## src/rtl/eq_adapt_sequencer_if.sv

```systemverilog
// Bundle of handshake signals between the equalizer adaptation sequencer,
// the eye monitor and the parameter-update block.
interface eq_adapt_sequencer_if #(
    parameter int unsigned OPEN_W = 16,
    parameter int unsigned ITER_W = 6
);
    // Control and eye-monitor inputs to the sequencer
    logic              start;
    logic              abort;
    logic [OPEN_W-1:0] opening;
    logic              opening_ready;

    // Sequencer outputs
    logic              measure_start;
    logic              update_en;
    logic              adapt_busy;
    logic              adapt_done;
    logic              adapt_fail;
    logic              fail_timeout;
    logic [ITER_W-1:0] iter_count;
    logic [OPEN_W-1:0] best_opening;

    // Driver / observer side (controller host, eye monitor, bench)
    modport master (
        output start,
        output abort,
        output opening,
        output opening_ready,
        input  measure_start,
        input  update_en,
        input  adapt_busy,
        input  adapt_done,
        input  adapt_fail,
        input  fail_timeout,
        input  iter_count,
        input  best_opening
    );

    // Sequencer side
    modport slave (
        input  start,
        input  abort,
        input  opening,
        input  opening_ready,
        output measure_start,
        output update_en,
        output adapt_busy,
        output adapt_done,
        output adapt_fail,
        output fail_timeout,
        output iter_count,
        output best_opening
    );
endinterface

```

## src/rtl/eq_adapt_sequencer.sv

```systemverilog
// TX equalizer adaptation sequencer: settle, request an eye measurement,
// then pulse a parameter-update step until the eye opening meets target for
// CONV_COUNT consecutive measurements, or the iteration/timeout limits hit.
module eq_adapt_sequencer #(
    parameter int unsigned       OPEN_W       = 16,
    parameter logic [OPEN_W-1:0] TARGET       = OPEN_W'(1000),
    parameter int unsigned       SETTLE_CYC   = 8,
    parameter int unsigned       MEAS_TIMEOUT = 64,
    parameter int unsigned       CONV_COUNT   = 3,
    parameter int unsigned       MAX_ITER     = 32,
    parameter int unsigned       ITER_W       = 6
) (
    input  logic                 clock,
    input  logic                 reset,
    eq_adapt_sequencer_if.slave  bus
);

    localparam int unsigned SETTLE_W = (SETTLE_CYC   > 1) ? $clog2(SETTLE_CYC)   : 1;
    localparam int unsigned TMO_W    = (MEAS_TIMEOUT > 1) ? $clog2(MEAS_TIMEOUT) : 1;
    localparam int unsigned GOOD_W   = $clog2(CONV_COUNT + 1);

    typedef enum logic [2:0] {
        S_IDLE,
        S_SETTLE,
        S_MEASURE,
        S_UPDATE,
        S_DONE,
        S_FAIL
    } state_t;

    state_t              r_state;
    logic [SETTLE_W-1:0] r_settle_cnt;
    logic [TMO_W-1:0]    r_tmo_cnt;
    logic [GOOD_W-1:0]   r_good_cnt;
    logic [ITER_W-1:0]   r_iter_count;
    logic [OPEN_W-1:0]   r_best_opening;
    logic                r_measure_start;
    logic                r_update_en;
    logic                r_adapt_busy;
    logic                r_adapt_done;
    logic                r_adapt_fail;
    logic                r_fail_timeout;

    logic                w_open_good;
    logic [GOOD_W-1:0]   w_good_next;
    logic                w_converged;
    logic                w_iter_limit;
    logic                w_tmo_hit;
    logic                w_settle_zero;
    logic                w_start_ok;

    assign w_open_good   = (bus.opening >= TARGET);
    assign w_good_next   = w_open_good ? (r_good_cnt + 1'b1) : '0;
    assign w_converged   = (w_good_next == GOOD_W'(CONV_COUNT));
    assign w_iter_limit  = (r_iter_count == ITER_W'(MAX_ITER));
    assign w_tmo_hit     = (r_tmo_cnt == TMO_W'(MEAS_TIMEOUT - 1));
    assign w_settle_zero = (r_settle_cnt == '0);
    assign w_start_ok    = bus.start &&
                           ((r_state == S_IDLE) || (r_state == S_DONE) || (r_state == S_FAIL));

    // Sequencer FSM with all outputs registered alongside the state
    always_ff @(posedge clock or posedge reset) begin
        if (reset) begin
            r_state         <= S_IDLE;
            r_settle_cnt    <= '0;
            r_tmo_cnt       <= '0;
            r_good_cnt      <= '0;
            r_iter_count    <= '0;
            r_best_opening  <= '0;
            r_measure_start <= 1'b0;
            r_update_en     <= 1'b0;
            r_adapt_busy    <= 1'b0;
            r_adapt_done    <= 1'b0;
            r_adapt_fail    <= 1'b0;
            r_fail_timeout  <= 1'b0;
        end else begin
            // Strobes default low; set only on the edge entering their state
            r_measure_start <= 1'b0;
            r_update_en     <= 1'b0;

            if (bus.abort) begin
                // iter_count and best_opening intentionally kept for debug
                r_state        <= S_IDLE;
                r_adapt_busy   <= 1'b0;
                r_adapt_done   <= 1'b0;
                r_adapt_fail   <= 1'b0;
                r_fail_timeout <= 1'b0;
            end else if (w_start_ok) begin
                r_state        <= S_SETTLE;
                r_settle_cnt   <= SETTLE_W'(SETTLE_CYC - 1);
                r_good_cnt     <= '0;
                r_iter_count   <= '0;
                r_best_opening <= '0;
                r_adapt_busy   <= 1'b1;
                r_adapt_done   <= 1'b0;
                r_adapt_fail   <= 1'b0;
                r_fail_timeout <= 1'b0;
            end else begin
                unique case (r_state)
                    S_SETTLE: begin
                        if (w_settle_zero) begin
                            r_state         <= S_MEASURE;
                            r_tmo_cnt       <= '0;
                            r_measure_start <= 1'b1;
                        end else begin
                            r_settle_cnt <= r_settle_cnt - 1'b1;
                        end
                    end

                    S_MEASURE: begin
                        // A ready strobe beats a timeout landing in the same cycle
                        if (bus.opening_ready) begin
                            if (bus.opening > r_best_opening) begin
                                r_best_opening <= bus.opening;
                            end
                            r_good_cnt <= w_good_next;
                            if (w_converged) begin
                                r_state      <= S_DONE;
                                r_adapt_busy <= 1'b0;
                                r_adapt_done <= 1'b1;
                            end else if (w_iter_limit) begin
                                r_state        <= S_FAIL;
                                r_adapt_busy   <= 1'b0;
                                r_adapt_fail   <= 1'b1;
                                r_fail_timeout <= 1'b0;
                            end else begin
                                r_state      <= S_UPDATE;
                                r_update_en  <= 1'b1;
                                r_iter_count <= r_iter_count + 1'b1;
                            end
                        end else if (w_tmo_hit) begin
                            r_state        <= S_FAIL;
                            r_adapt_busy   <= 1'b0;
                            r_adapt_fail   <= 1'b1;
                            r_fail_timeout <= 1'b1;
                        end else begin
                            r_tmo_cnt <= r_tmo_cnt + 1'b1;
                        end
                    end

                    S_UPDATE: begin
                        r_state      <= S_SETTLE;
                        r_settle_cnt <= SETTLE_W'(SETTLE_CYC - 1);
                    end

                    default: begin
                        // IDLE, DONE and FAIL hold until start or abort
                        r_state <= r_state;
                    end
                endcase
            end
        end
    end

    assign bus.measure_start = r_measure_start;
    assign bus.update_en     = r_update_en;
    assign bus.adapt_busy    = r_adapt_busy;
    assign bus.adapt_done    = r_adapt_done;
    assign bus.adapt_fail    = r_adapt_fail;
    assign bus.fail_timeout  = r_fail_timeout;
    assign bus.iter_count    = r_iter_count;
    assign bus.best_opening  = r_best_opening;

endmodule

```

## src/flat_wrapper.sv

```systemverilog
// flat-port wrapper written by rule: the top's interface ports become plain ports
module eq_adapt_sequencer_flat 
#(
    parameter int unsigned       OPEN_W       = 16,
    parameter logic [OPEN_W-1:0] TARGET       = OPEN_W'(1000),
    parameter int unsigned       SETTLE_CYC   = 8,
    parameter int unsigned       MEAS_TIMEOUT = 64,
    parameter int unsigned       CONV_COUNT   = 3,
    parameter int unsigned       MAX_ITER     = 32,
    parameter int unsigned       ITER_W       = 6
)
  (clock, reset, bus_start, bus_abort, bus_opening, bus_opening_ready, bus_measure_start, bus_update_en, bus_adapt_busy, bus_adapt_done, bus_adapt_fail, bus_fail_timeout, bus_iter_count, bus_best_opening);
  eq_adapt_sequencer_if #(.OPEN_W(OPEN_W), .ITER_W(ITER_W)) bus_i ();
  input  logic clock;
  input  logic reset;
  input wire logic [$bits(bus_i.start)-1:0] bus_start;
  input wire logic [$bits(bus_i.abort)-1:0] bus_abort;
  input wire logic [$bits(bus_i.opening)-1:0] bus_opening;
  input wire logic [$bits(bus_i.opening_ready)-1:0] bus_opening_ready;
  output wire logic [$bits(bus_i.measure_start)-1:0] bus_measure_start;
  output wire logic [$bits(bus_i.update_en)-1:0] bus_update_en;
  output wire logic [$bits(bus_i.adapt_busy)-1:0] bus_adapt_busy;
  output wire logic [$bits(bus_i.adapt_done)-1:0] bus_adapt_done;
  output wire logic [$bits(bus_i.adapt_fail)-1:0] bus_adapt_fail;
  output wire logic [$bits(bus_i.fail_timeout)-1:0] bus_fail_timeout;
  output wire logic [$bits(bus_i.iter_count)-1:0] bus_iter_count;
  output wire logic [$bits(bus_i.best_opening)-1:0] bus_best_opening;
  assign bus_i.start = bus_start;
  assign bus_i.abort = bus_abort;
  assign bus_i.opening = bus_opening;
  assign bus_i.opening_ready = bus_opening_ready;
  assign bus_measure_start = bus_i.measure_start;
  assign bus_update_en = bus_i.update_en;
  assign bus_adapt_busy = bus_i.adapt_busy;
  assign bus_adapt_done = bus_i.adapt_done;
  assign bus_adapt_fail = bus_i.adapt_fail;
  assign bus_fail_timeout = bus_i.fail_timeout;
  assign bus_iter_count = bus_i.iter_count;
  assign bus_best_opening = bus_i.best_opening;
  eq_adapt_sequencer #(.OPEN_W(OPEN_W), .TARGET(TARGET), .SETTLE_CYC(SETTLE_CYC), .MEAS_TIMEOUT(MEAS_TIMEOUT), .CONV_COUNT(CONV_COUNT), .MAX_ITER(MAX_ITER), .ITER_W(ITER_W)) u_core (.clock(clock), .reset(reset), .bus(bus_i));
endmodule
```

## config.mk

```make
export PLATFORM = sky130hd
export DESIGN_NAME = eq_adapt_sequencer_flat
export DESIGN_NICKNAME = d
export VERILOG_FILES = /design/src/rtl/eq_adapt_sequencer_if.sv /design/src/rtl/eq_adapt_sequencer.sv /design/src/flat_wrapper.sv
export SDC_FILE = /design/constraint.sdc
export NUM_CORES = 1
export LEC_CHECK = 0
export BUFFER_PORTS_ARGS = -buffer_cell sky130_fd_sc_hd__buf_2
export CORE_ASPECT_RATIO = 1.1
export CORE_MARGIN = 10
export CORE_UTILIZATION = 42
export CTS_CLUSTER_SIZE = 28
export DETAILED_ROUTE_END_ITERATION = 6
export PLACE_DENSITY = 0.6
export SYNTH_ARGS = -nofsm -noshare
export SYNTH_HDL_FRONTEND = slang
export SYNTH_SLANG_ARGS = --single-unit
export TNS_END_PERCENT = 20
```

## constraint.sdc

```tcl
create_clock -name clock -period 3.1 [get_ports clock]
set_input_delay 0 -clock clock [delete_from_list [all_inputs] [get_ports clock]]
set_output_delay 0 -clock clock [all_outputs]
set_load 0.1 [all_outputs]
```

Yosys cells after proc, flatten, opt, wreduce, memory -nomap -nowiden --
Cells that the tools add are included.
Storage, ports and cells: flip-flop bits (word level) 42, bits in latches 0, RAM bits 0, memory bits (read-only) 0, input port bits 21, output and inout bits 28, logic and storage cells 125, memories 0
Cells by class: $add $sub $neg 4, multiply operators 0, div/mod/pow operators 0, $lt $le $gt $ge 2, equality and inequality tests 19, shift operators 0, multiplexer cells 62, bitwise gates (word level) 2, reduce and logical (&&, ||, !) cells 24
Operators by type and width (number):
- two-way mux 16 bit | 4
- two-way mux 6 bit | 8
- two-way mux 1 bit | 34
- two-way mux 3 bit | 9
- greater-or-equal comparator 16 x 10 -> 1 bit (second input constant) | 1
- greater-than comparator 16 bit | 1
- AND reduction 3 bit | 5
- adder 6 x 1 -> 6 bit (second input constant) | 2
- == test 6 bit (second input constant) | 2
- one-hot mux 6 bit (2 select lines) | 1
- nonzero test 3 bit | 4
- one-hot mux 3 bit (3 select lines) | 1
- two-way mux 2 bit | 4
- inequality test 2 bit (second input constant) | 4
- inequality test 4 x 2 -> 1 bit (second input constant) | 2
- AND reduction 4 bit | 2
- nonzero test 2 bit | 4
- == test 3 x 2 -> 1 bit (second input constant) | 2
- == test 3 bit (second input constant) | 2
- logical NOT 3 bit | 2
- one-hot mux 3 bit (2 select lines) | 1
- AND reduction 6 bit | 1
- inequality test 5 x 2 -> 1 bit (second input constant) | 1
- inequality test 5 x 3 -> 1 bit (second input constant) | 1
- other kinds (13) | 15

Logic depth before layout (Yosys ltp) --
Gate-level depths: netlist of the first run.
depth in word-level cells 8, gate-level depth with buffers 9, mapped depth without buffers 8

Worst setup path before layout of the first run --
No wires, ideal clock.
path kind register to register, from register u_core.r_best_opening[13], in the netlist u_core.bus.best_opening[13], to register u_core.r_best_opening[0], in the netlist u_core.bus.best_opening[0], library setup time 126 ps, arrival time 2864 ps, data required time 2974 ps, setup slack 109 ps, stages on the path, launching flop included 9, buffers on the path 0, period minus slack after synthesis 2991 ps, cells stage by stage dfrtp_1 > inv_1 > ha_1 > nand4_1 > or2_4 > a211oi_2 > nor2_1 > a311oi_4 > mux2_4
Between the ends: word-level cells in the longest chain between the ends 3
Ends and longest elaborated chain:
- from (decl) | line eq_adapt_sequencer.sv:36 | logic [OPEN_W-1:0] r_best_opening;
- from (signal assigned) | line eq_adapt_sequencer.sv:114 | r_best_opening <= bus.opening;
- greater-than comparator 16 bit | line eq_adapt_sequencer.sv:113 | if (bus.opening > r_best_opening) begin
- nonzero test 2 bit (no source line)
- AND reduction 4 bit (no source line)
Every way passes these cells. A chain may end at the register's enable or synchronous reset.

Worst setup path in the final report of the first run --
from register u_core.r_best_opening[13], in the netlist u_core.bus.best_opening[13], to register u_core.r_best_opening[11], in the netlist u_core.bus.best_opening[11]
Same word-level chain as after synthesis.

==> results.md, run 1 <==
* Run status: finished clean
* Worst stage delay on the critical path at 0.56 ns
* Seq cells post-synth at 42
* Cell at the root of the clock tree: clkbuf_8
* Antenna violations before repair at 0
* Cell chain of the critical path: inv_1, ha_1, nand4_1, or2_4, a211oi_2, nor2_1, a311oi_4, buf_4, mux2i_1
* Initial Utilization at 43.95%
* Length of the first detailed-routing pass in iterations at 4
* Sink Count at 42
* Clk pwr share at 25.4%
* Most used DFF post-synth: dfrtp_1
* Die Footprint at 0.009692 mm2
* Worst-case vdd ir drop at 0.4020 mV
* All-Layer GR Usage at 13.69%
* Headroom to the max-slew limit at 59.16%
* Number of violations reported at the end of detailed-routing iteration 0 at 76
* Leading area contributor after synthesis: dfrtp_1
* Per-instance average area after synthesis at 9.605 um2
* Maximum buffer depth of the clock tree at 2
* Arrival @ worst endpoint at 2.79 ns
* Instance count of the mapped netlist at 269
* Final hold violations at 0
* RSZ-0062 raised after global routing: no
* Critical Path Fanout Max at 10
* Total wire length at 6264 um
* Core region area at 0.005878 mm2
* Total power consumption of the routed design at 2.145 mW
* H-tree lvl count at 2
* Clock tree from TritonCTS: done
* Worst Setup EP: u_core.bus.best_opening[11]
* Net switching share of the total power at 45.78%
* Worst-Margin Slew at 0.6088 ns
* Final clock skew at 0.004497 ns
* Ant diodes at 0
* Crit path capture type: flop
* Vias in the first global route at 2164
* Total overflow reported by the global router at 0
* Final Critical Period at 2.567 ns
* First-pass GRT wire length at 10660 um
* Number of max-slew violations in the final report at 0
* Layout overhead on the synthesized area at 24.21%
* Most frequent cell after synthesis: dfrtp_1
* Die height at 102.3 um
* Reg2reg start: u_core.bus.best_opening[13]
* Maximum number of pins on one net before global-route repair at 28
* Latest clock arrival within the worst-skew pair at 0.30 ns
* Utilization after layout at 54.60%
* Post-synth ARST share at 100.0%
* Launch point of the worst path: u_core.bus.best_opening[13]
* Sum of net half-perimeters after detailed placement at 4744 um
* Final hold slack at 0.02629 ns
* Warnings, synthesis at 0
* P_leak at 1.541 nW
* Final standard cell count with taps included and fillers excluded at 416
* Relative contribution of sequential cells to total power at 30.5%
* Combinational group share of total power at 44.0%
* Class of the most critical setup path: flop to flop
* Net switching component of the power at 982.1 uW
* Library cell contributing the largest single delay on the critical path: a311oi_4
* Residual DRC at 0
* Proportion of synthesized chip area in sequential cells at 40.68%
* Number of nets still failing antenna checks after routing at 0
* Number of synthesized flops with an enable pin at 0
* Final instance area at 0.003209 mm2
* Total placed instance area at 0.002907 mm2
* Highest clock rate at 389.5 MHz
* R2r setup slk at 0.53 ns
* Final net count at 380
* Placer's final routability congestion estimate at 0.7930
* TritonCTS Buffers at 5
* Netlist cell types at 55
* Average wire per standard cell at 15.06 um
* R2R depth at 9
* Via count of the routed design at 2143
* Cell area after technology mapping at 0.002584 mm2
* Element type at the critical path start: flop
* Setup violators final at 0
* Crit share post-route at 82.82%
* DP Worst Slack at 0.5355 ns
* Number of cell rows at 29
* Max-cap violation count at 0
* Clock slew at reported path FFs at 0.08 ns
* Top cells by count, synth: 42 x dfrtp_1, 30 x nand2_1, 22 x inv_1
* Placed Instances at 392
* Path type of the worst min-delay path: primary input to flop
* Setup_tns at 0 ns
* Destination of the worst register-to-register timing path: u_core.bus.best_opening[11]
* Data required time at the worst endpoint at 3.32 ns
* Count of buffers inserted at the top-level ports at 48
* Internal power contribution at 1.163 mW
* Num ports at 49
* P per Cell Area at 668.4 mW/mm2
* Layout cells sized above 1 at 21.83%
* Overall die width at 94.78 um
* Count of instances resized after the clock tree is built at 0
* Number of vias per cell after detailed routing at 5.151
* Proportion of netlist area held by the largest area contributor at 40.68%
* Synthesized net count at 311
* Main area contributors after synthesis: dfrtp_1 41%, ha_1 10%, mux2i_1 6.2%, nand2_1 4.4%, inv_1 3.2%
* Final Worst Setup Slack at 0.5326 ns
==> per-layer routing <==
layer,up-vias,GRT usage [%],share of wire [%],routed length (um)
li1,1101,-,-,-
met2,36,22.73,49,3070
met5,-,0,0,0
met1,999,17.12,45,2795
met3,7,3.152,5.0,314
met4,0,4.493,1.3,83
==> cells in the final DEF, fill, tap and decap left out, drive strengths merged, types with 3 or more instances in the layout <==
| master | count |
|---|---|
| nor3 | 10 |
| nand2 | 30 |
| a21oi | 14 |
| inv | 21 |
| nand2b | 7 |
| clkbuf | 6 |
| mux2i | 16 |
| dfrtp | 42 |
| and3 | 3 |
| nor2b | 4 |
| a21o | 7 |
| nand4 | 7 |
| o21ai | 12 |
| nor2 | 21 |
| a311oi | 3 |
| buf | 51 |
| nand3 | 8 |
| dlygate4sd3 | 16 |
| xor2 | 3 |
| ha | 21 |
| or3 | 3 |
==> flip-flops by register name, indices dropped and copies added (netlist names) <==
register / cells
u_core.bus.best_opening: 16
u_core.bus.iter_count: 6
u_core.r_tmo_cnt: 6
u_core.r_settle_cnt: 3
u_core.r_state: 3
u_core.r_good_cnt: 2
u_core.bus.adapt_busy: 1
u_core.bus.adapt_done: 1
u_core.bus.adapt_fail: 1
u_core.bus.fail_timeout: 1
u_core.bus.measure_start: 1
u_core.bus.update_en: 1
==> logic make-up after synthesis <==
family,after synthesis,synth area share [%]
muxes,18,7.215
xor gates and xnor gates,4,1.356
adders and majority gates,21,10.17
AOI/OAI and AO/OA,55,14.82
and+or+nand+nor,102,21.16
buffers and inverters,27,4.600
DFF,42,40.68
==> timing repair <==
| action | CTS | global route |
|---|---|---|
| endpoints found under the hold margin | 30 | 0 |
| hold buffers | 16 | 0 |
| setup buffers | 0 | 0 |
==> worst min path at each step <==
stage                                 start                          end  slack [ns]  depth (start not counted)
after floorplan             bus_opening[10]  u_core.bus.best_opening[10]        0.14                          2
after global placement                reset  u_core.bus.best_opening[11]        0.03                          2
after detailed placement              reset  u_core.bus.best_opening[11]        0.04                          2
after CTS                 bus_opening_ready      u_core.bus.fail_timeout       0.008                          2
after global routing      bus_opening_ready      u_core.bus.fail_timeout        0.03                          2
final                     bus_opening_ready      u_core.bus.fail_timeout        0.03                          2
==> power by group through the flow <==
stage / Sequential, mW / Combinational [mW] / Clock [mW]
finish: 0.655 / 0.945 / 0.546
global route: 0.665 / 1.01 / 0.580
CTS: 0.655 / 0.955 / 0.563
detailed placement: 0.666 / 0.936 / 0
global placement: 0.664 / 0.933 / 0
floorplan: 1.17 / 0.264 / 0
==> cell type report <==
| type | instances | area (um2) |
|---|---|---|
| well taps | 77 | 96.34 |
| inverters | 22 | 82.58 |
| flip-flops and latches | 42 | 1051 |
| fillers | 561 | 2669 |
| repair buffers | 67 | 422.9 |
| clock buffers | 6 | 82.58 |
| clock inverters | 2 | 60.06 |
| multi-input cells | 200 | 1414 |
==> worst max-delay path, delay by kind of cell, from the launching register on <==
kind	cells	cell delay, ns
adders and majority gates	1	0.29
and+or+nand+nor	3	0.50
DFF	1	0.34
buffers and inverters	2	0.38
muxes	1	0.22
AOI/OAI and AO/OA	2	0.75
(Power assumes the default switching activity.)
==> run 2, diff against run 1 <==
==> constraint.sdc (replaced) <==
create_clock -name clock -period 2.46 [get_ports clock]
set_input_delay 0 -clock clock [delete_from_list [all_inputs] [get_ports clock]]
set_output_delay 0 -clock clock [all_outputs]
set_load 0.1 [all_outputs]
==> results.md, run 2 (synthesized netlist as in run 1, its figures left out) <==
* Worst-Margin Slew at 1.035 ns
* Average wire per standard cell at 14.45 um
* Maximum number of pins on one net before global-route repair at 30
* RSZ-0062 raised after global routing: no
* Final net count at 384
* Initial Utilization at 43.95%
* Layout overhead on the synthesized area at 28.28%
* Class of the most critical setup path: flop to flop
* Setup Buffers After CTS at 0
* Placed Instances at 396
* Hold Path Sink: u_core.bus.fail_timeout
* Destination of the worst register-to-register timing path: u_core.bus.best_opening[2]
* Reg2reg start: u_core.bus.best_opening[14]
* Number of violations reported at the end of detailed-routing iteration 0 at 66
* Critical Path Fanout Max at 6
* Vias in the first global route at 2123
* R2R depth at 9
* Hold_sp: bus_opening_ready
* Path type of the worst min-delay path: primary input to flop
* Antenna violations before repair at 0
* Die Footprint at 0.009692 mm2
* Headroom to the max-slew limit at 30.55%
* Crit path capture type: flop
* Run status: finished clean
* Total wire length at 6069 um
* Number of max-slew violations in the final report at 0
* Via count of the routed design at 2168
* Utilization after layout at 56.39%
* Final Critical Period at 2.220 ns
* Placer's final routability congestion estimate at 0.8611
* Hold buffers post-CTS at 16
* Core region area at 0.005878 mm2
* Latest clock arrival within the worst-skew pair at 0.30 ns
* First-pass GRT wire length at 10290 um
* Most common cell after layout, fill and taps aside: buf_2
* Sink Count at 42
* Final standard cell count with taps included and fillers excluded at 420
* Sum of net half-perimeters after detailed placement at 4788 um
* Clock slew at reported path FFs at 0.09 ns
* P per Cell Area at 779.8 mW/mm2
* Clock tree from TritonCTS: done
* Final clock skew at 0.005653 ns
* Final hold violations at 0
* Length of the first detailed-routing pass in iterations at 4
* Layout cells sized above 1 at 32.07%
* Count of instances resized after the clock tree is built at 0
* Max-cap violation count at 0
* Cell at the root of the clock tree: clkbuf_8
* Setup violators final at 0
* Arrival @ worst endpoint at 2.43 ns
* H-tree lvl count at 2
* Num ports at 49
* Worst-case vdd ir drop at 0.5329 mV
* Crit share post-route at 90.23%
* TritonCTS Buffers at 5
* Overall die width at 94.78 um
* Data required time at the worst endpoint at 2.68 ns
* All-Layer GR Usage at 13.06%
* Total overflow reported by the global router at 0
* Number of vias per cell after detailed routing at 5.162
* Setup_tns at 0 ns
* R2r setup slk at 0.24 ns
* Element type at the critical path start: flop
* Hold path depth at 2
* Max reg flops at 16
* Most frequent cells in the layout: 48 x buf_2, 30 x nand2_1, 25 x dfrtp_1
* Count of buffers inserted at the top-level ports at 48
* Number of nets still failing antenna checks after routing at 0
* P_leak at 1.512 nW
* Number of cell rows at 29
* Die height at 102.3 um
* Residual DRC at 0
* Maximum buffer depth of the clock tree at 2
* Highest clock rate at 450.5 MHz
* Ant diodes at 0
## run 2: cell types whose count changed in the layout (fill, tap and decap cells not counted), moves of 2 or more
cell,delta
ha_4,+5
inv_1,-8
ha_1,-5
buf_4,+4
dfrtp_4,+10
dfrtp_2,+7
inv_2,+4
dfrtp_1,-17
bufinv_16,-2
inv_4,+4
## run 2: critical path, cell delays in order (launching register included)
cell and delay, ns:
dfrtp_4 0.42, inv_2 0.04, ha_1 0.29, nand4_1 0.11, or2_4 0.27, a21oi_2 0.12, nor3_2 0.06, a311oi_4 0.39
buf_4 0.24, mux2i_1 0.20
## run 2: per-stage QoR
step	power (mW)	area, um2	setup slack, ns	hold slack, ns
after floorplan	1.907	2711	0.001656	0.1338
after global placement	2.122	3064	0.3242	0.1674
after detailed placement	2.134	3064	0.2620	0.1770
after CTS	2.624	3314	0.2232	0.0009322
after global routing	2.733	3314	0.08980	0.01791
final	2.585	3314	0.2404	0.01484
## run 2: how the worst max path moves through the flow
stage / depth (start not counted) / to / slack (ns) / startpoint
after floorplan: 8 / u_core.bus.iter_count[4] / 0.002 / u_core.bus.iter_count[1]
after global placement: 9 / u_core.bus.best_opening[12] / 0.32 / u_core.bus.best_opening[12]
after detailed placement: 9 / u_core.bus.best_opening[2] / 0.26 / u_core.bus.best_opening[14]
after CTS: 9 / u_core.bus.best_opening[2] / 0.22 / u_core.bus.best_opening[14]
after global routing: 9 / u_core.bus.best_opening[11] / 0.09 / u_core.bus.best_opening[14]
final: 9 / u_core.bus.best_opening[2] / 0.24 / u_core.bus.best_opening[14]
## run 2: layout make-up
cell class,count,area [um2]
fill,558,2564
clock inverter,3,21.27
multi-input combinational,200,1485
inverter,22,92.59
clock buffer,5,68.82
sequential,42,1097
tap,77,96.34
timing repair buffer,71,452.9
## run 2: routing by layer
| layer | track usage, % | part of all wire (%) |
|---|---|---|
| met5 | 0 | 0 |
| met2 | 20.56 | 47 |
| met1 | 16.88 | 47 |
| met3 | 3.959 | 5.5 |
| met4 | 3.802 | 1.0 |
## run 2: where the power goes
group	internal (mW)	switching [mW]
Combinational	0.294	0.955
Clock	0.200	0.257
Sequential	0.818	0.0603
Total	1.31	1.27
==> run 3, diff against run 2 <==
--- a/config.mk
+++ b/config.mk
@@ -5,12 +5,14 @@
 export SDC_FILE = /design/constraint.sdc
 export NUM_CORES = 1
 export LEC_CHECK = 0
+export ABC_AREA = 0
 export BUFFER_PORTS_ARGS = -buffer_cell sky130_fd_sc_hd__buf_2
 export CORE_ASPECT_RATIO = 1.1
 export CORE_MARGIN = 10
 export CORE_UTILIZATION = 42
 export CTS_CLUSTER_SIZE = 28
 export DETAILED_ROUTE_END_ITERATION = 6
+export MAX_ROUTING_LAYER = met4
 export PLACE_DENSITY = 0.6
 export SYNTH_ARGS = -nofsm -noshare
 export SYNTH_HDL_FRONTEND = slang
==> results.md, run 3 (synthesized netlist as in run 1, its figures left out) <==
* Total power consumption of the routed design at 2.585 mW
* All-Layer GR Usage at 13.45%
* Net switching share of the total power at 49.24%
* Final net count at 384
* Count of instances resized after the clock tree is built at 0
* Total wire length at 6075 um
* Setup_tns at 0 ns
* Element type at the critical path start: flop
* Combinational group share of total power at 48.3%
* GR met1 Demand/Resource at 16.88%
* Worst-case vdd ir drop at 0.5329 mV
* Layout overhead on the synthesized area at 28.28%
* Number of nets still failing antenna checks after routing at 0
* Via count of the routed design at 2159
* Final standard cell count with taps included and fillers excluded at 420
* GRT Max-Usage Layer: met2
* Overall die width at 94.78 um
* Utilization after layout at 56.39%
* Headroom to the max-slew limit at 30.53%
* P_leak at 1.512 nW
* Final clock skew at 0.005638 ns
* Die height at 102.3 um
* TritonCTS Buffers at 5
* Initial Utilization at 43.95%
* Placed Instances at 396
* Hold buffers post-CTS at 16
* Length of the first detailed-routing pass in iterations at 4
* Net switching component of the power at 1.273 mW
* Met2 layer usage reported by global route at 20.56%
* Final hold violations at 0
* Max-cap violation count at 0
* Cell at the root of the clock tree: clkbuf_8
* Vias in the first global route at 2123
* Crit share post-route at 90.22%
* Arrival @ worst endpoint at 2.43 ns
* Final instance area at 0.003314 mm2
* Ant diodes at 0
* Data required time at the worst endpoint at 2.68 ns
* Highest clock rate at 450.6 MHz
* Setup violators final at 0
* Core region area at 0.005878 mm2
* Setup Buffers After CTS at 0
* Die Footprint at 0.009692 mm2
* Maximum buffer depth of the clock tree at 2
* H-tree lvl count at 2
* Number of cell rows at 29
* Most frequent cells in the layout: 48 x buf_2, 30 x nand2_1, 25 x dfrtp_1
* R2R depth at 9
* Number of max-slew violations in the final report at 0
* Total overflow reported by the global router at 0
* Final Critical Period at 2.219 ns
* Global-route track usage on met3 at 3.959%
* Latest clock arrival within the worst-skew pair at 0.30 ns
* Antenna violations before repair at 0
* Crit path capture type: flop
* Average wire per standard cell at 14.46 um
* Reg2reg start: u_core.bus.best_opening[14]
* Class of the most critical setup path: flop to flop
* Sum of net half-perimeters after detailed placement at 4788 um
* Launch point of the worst path: u_core.bus.best_opening[14]
* RSZ-0062 raised after global routing: no
* P per Cell Area at 779.9 mW/mm2
* Register cell area after layout at 0.001097 mm2
* Clk pwr share at 17.7%
* Destination of the worst register-to-register timing path: u_core.bus.best_opening[2]
* Maximum number of pins on one net before global-route repair at 30
* Relative contribution of sequential cells to total power at 34.0%
* Layout cells sized above 1 at 32.07%
* Total placed instance area at 0.003064 mm2
* Clock slew at reported path FFs at 0.09 ns
* Worst Setup EP: u_core.bus.best_opening[2]
* Fill cell total of the finished layout at 558
* First-pass GRT wire length at 10310 um
* Path type of the worst min-delay path: primary input to flop
* Residual DRC at 0
* Sink Count at 42
* Critical Path Fanout Max at 6
* Run status: finished clean
* Number of vias per cell after detailed routing at 5.140
* Placer's final routability congestion estimate at 0.8749
* Most common cell after layout, fill and taps aside: buf_2
* Multi-input gate area at 0.001485 mm2
* R2r setup slk at 0.24 ns
* Worst-Margin Slew at 1.036 ns
* Num ports at 49
* Max reg flops at 16
* Count of buffers inserted at the top-level ports at 48
* Internal power contribution at 1.312 mW
* Number of violations reported at the end of detailed-routing iteration 0 at 66
* Clock tree from TritonCTS: done
## run 3: cell counts in the layout (fill, tap and decap cells not counted)
Identical to the previous run, type by type.
## run 3: critical path, stage by stage (launching register included)
cell	delay, ns
dfrtp_4	0.42
inv_2	0.04
ha_1	0.29
nand4_1	0.11
or2_4	0.27
a21oi_2	0.12
nor3_2	0.06
a311oi_4	0.39
buf_4	0.24
mux2i_1	0.20
## run 3: per-stage QoR
stage                     worst slack (ns)  hold WS, ns
final                               0.2407      0.01331
after CTS                           0.2232    0.0009322
after global routing               0.08980      0.01808
after global placement              0.3242       0.1674
after detailed placement            0.2620       0.1770
after floorplan                   0.001656       0.1338
## run 3: final cells by class
cell class	instances	share of cell area (%)
sequential	42	33.11
inverter	22	2.794
tap	77	2.907
multi-input combinational	200	44.81
timing repair buffer	71	13.67
clock buffer	5	2.076
clock inverter	3	0.6418
## run 3: worst min-delay path by stage
stage / from / to / slack (ns) / cells past startpoint
after floorplan: bus_opening[10] / u_core.bus.best_opening[10] / 0.13 / 2
after global placement: reset / u_core.bus.best_opening[11] / 0.17 / 2
after detailed placement: reset / u_core.bus.best_opening[11] / 0.18 / 2
after CTS: bus_opening_ready / u_core.bus.fail_timeout / 0.0009 / 2
after global routing: bus_opening_ready / u_core.bus.fail_timeout / 0.02 / 2
final: bus_opening_ready / u_core.bus.fail_timeout / 0.01 / 2
## run 3: power by group through the flow
stage	logic [mW]	clock network (mW)	registers, mW
after CTS	1.26	0.481	0.880
final	1.25	0.457	0.879
after detailed placement	1.24	0	0.894
after floorplan	0.371	0	1.54
after global routing	1.33	0.508	0.893
after global placement	1.23	0	0.890
## run 3: routing by layer
layer  routed length [um]  vias to the layer above
met5                    0                        -
met4                   62                        0
met3                  344                        5
met2                 2855                       42
met1                 2813                     1015
li1                     -                     1097
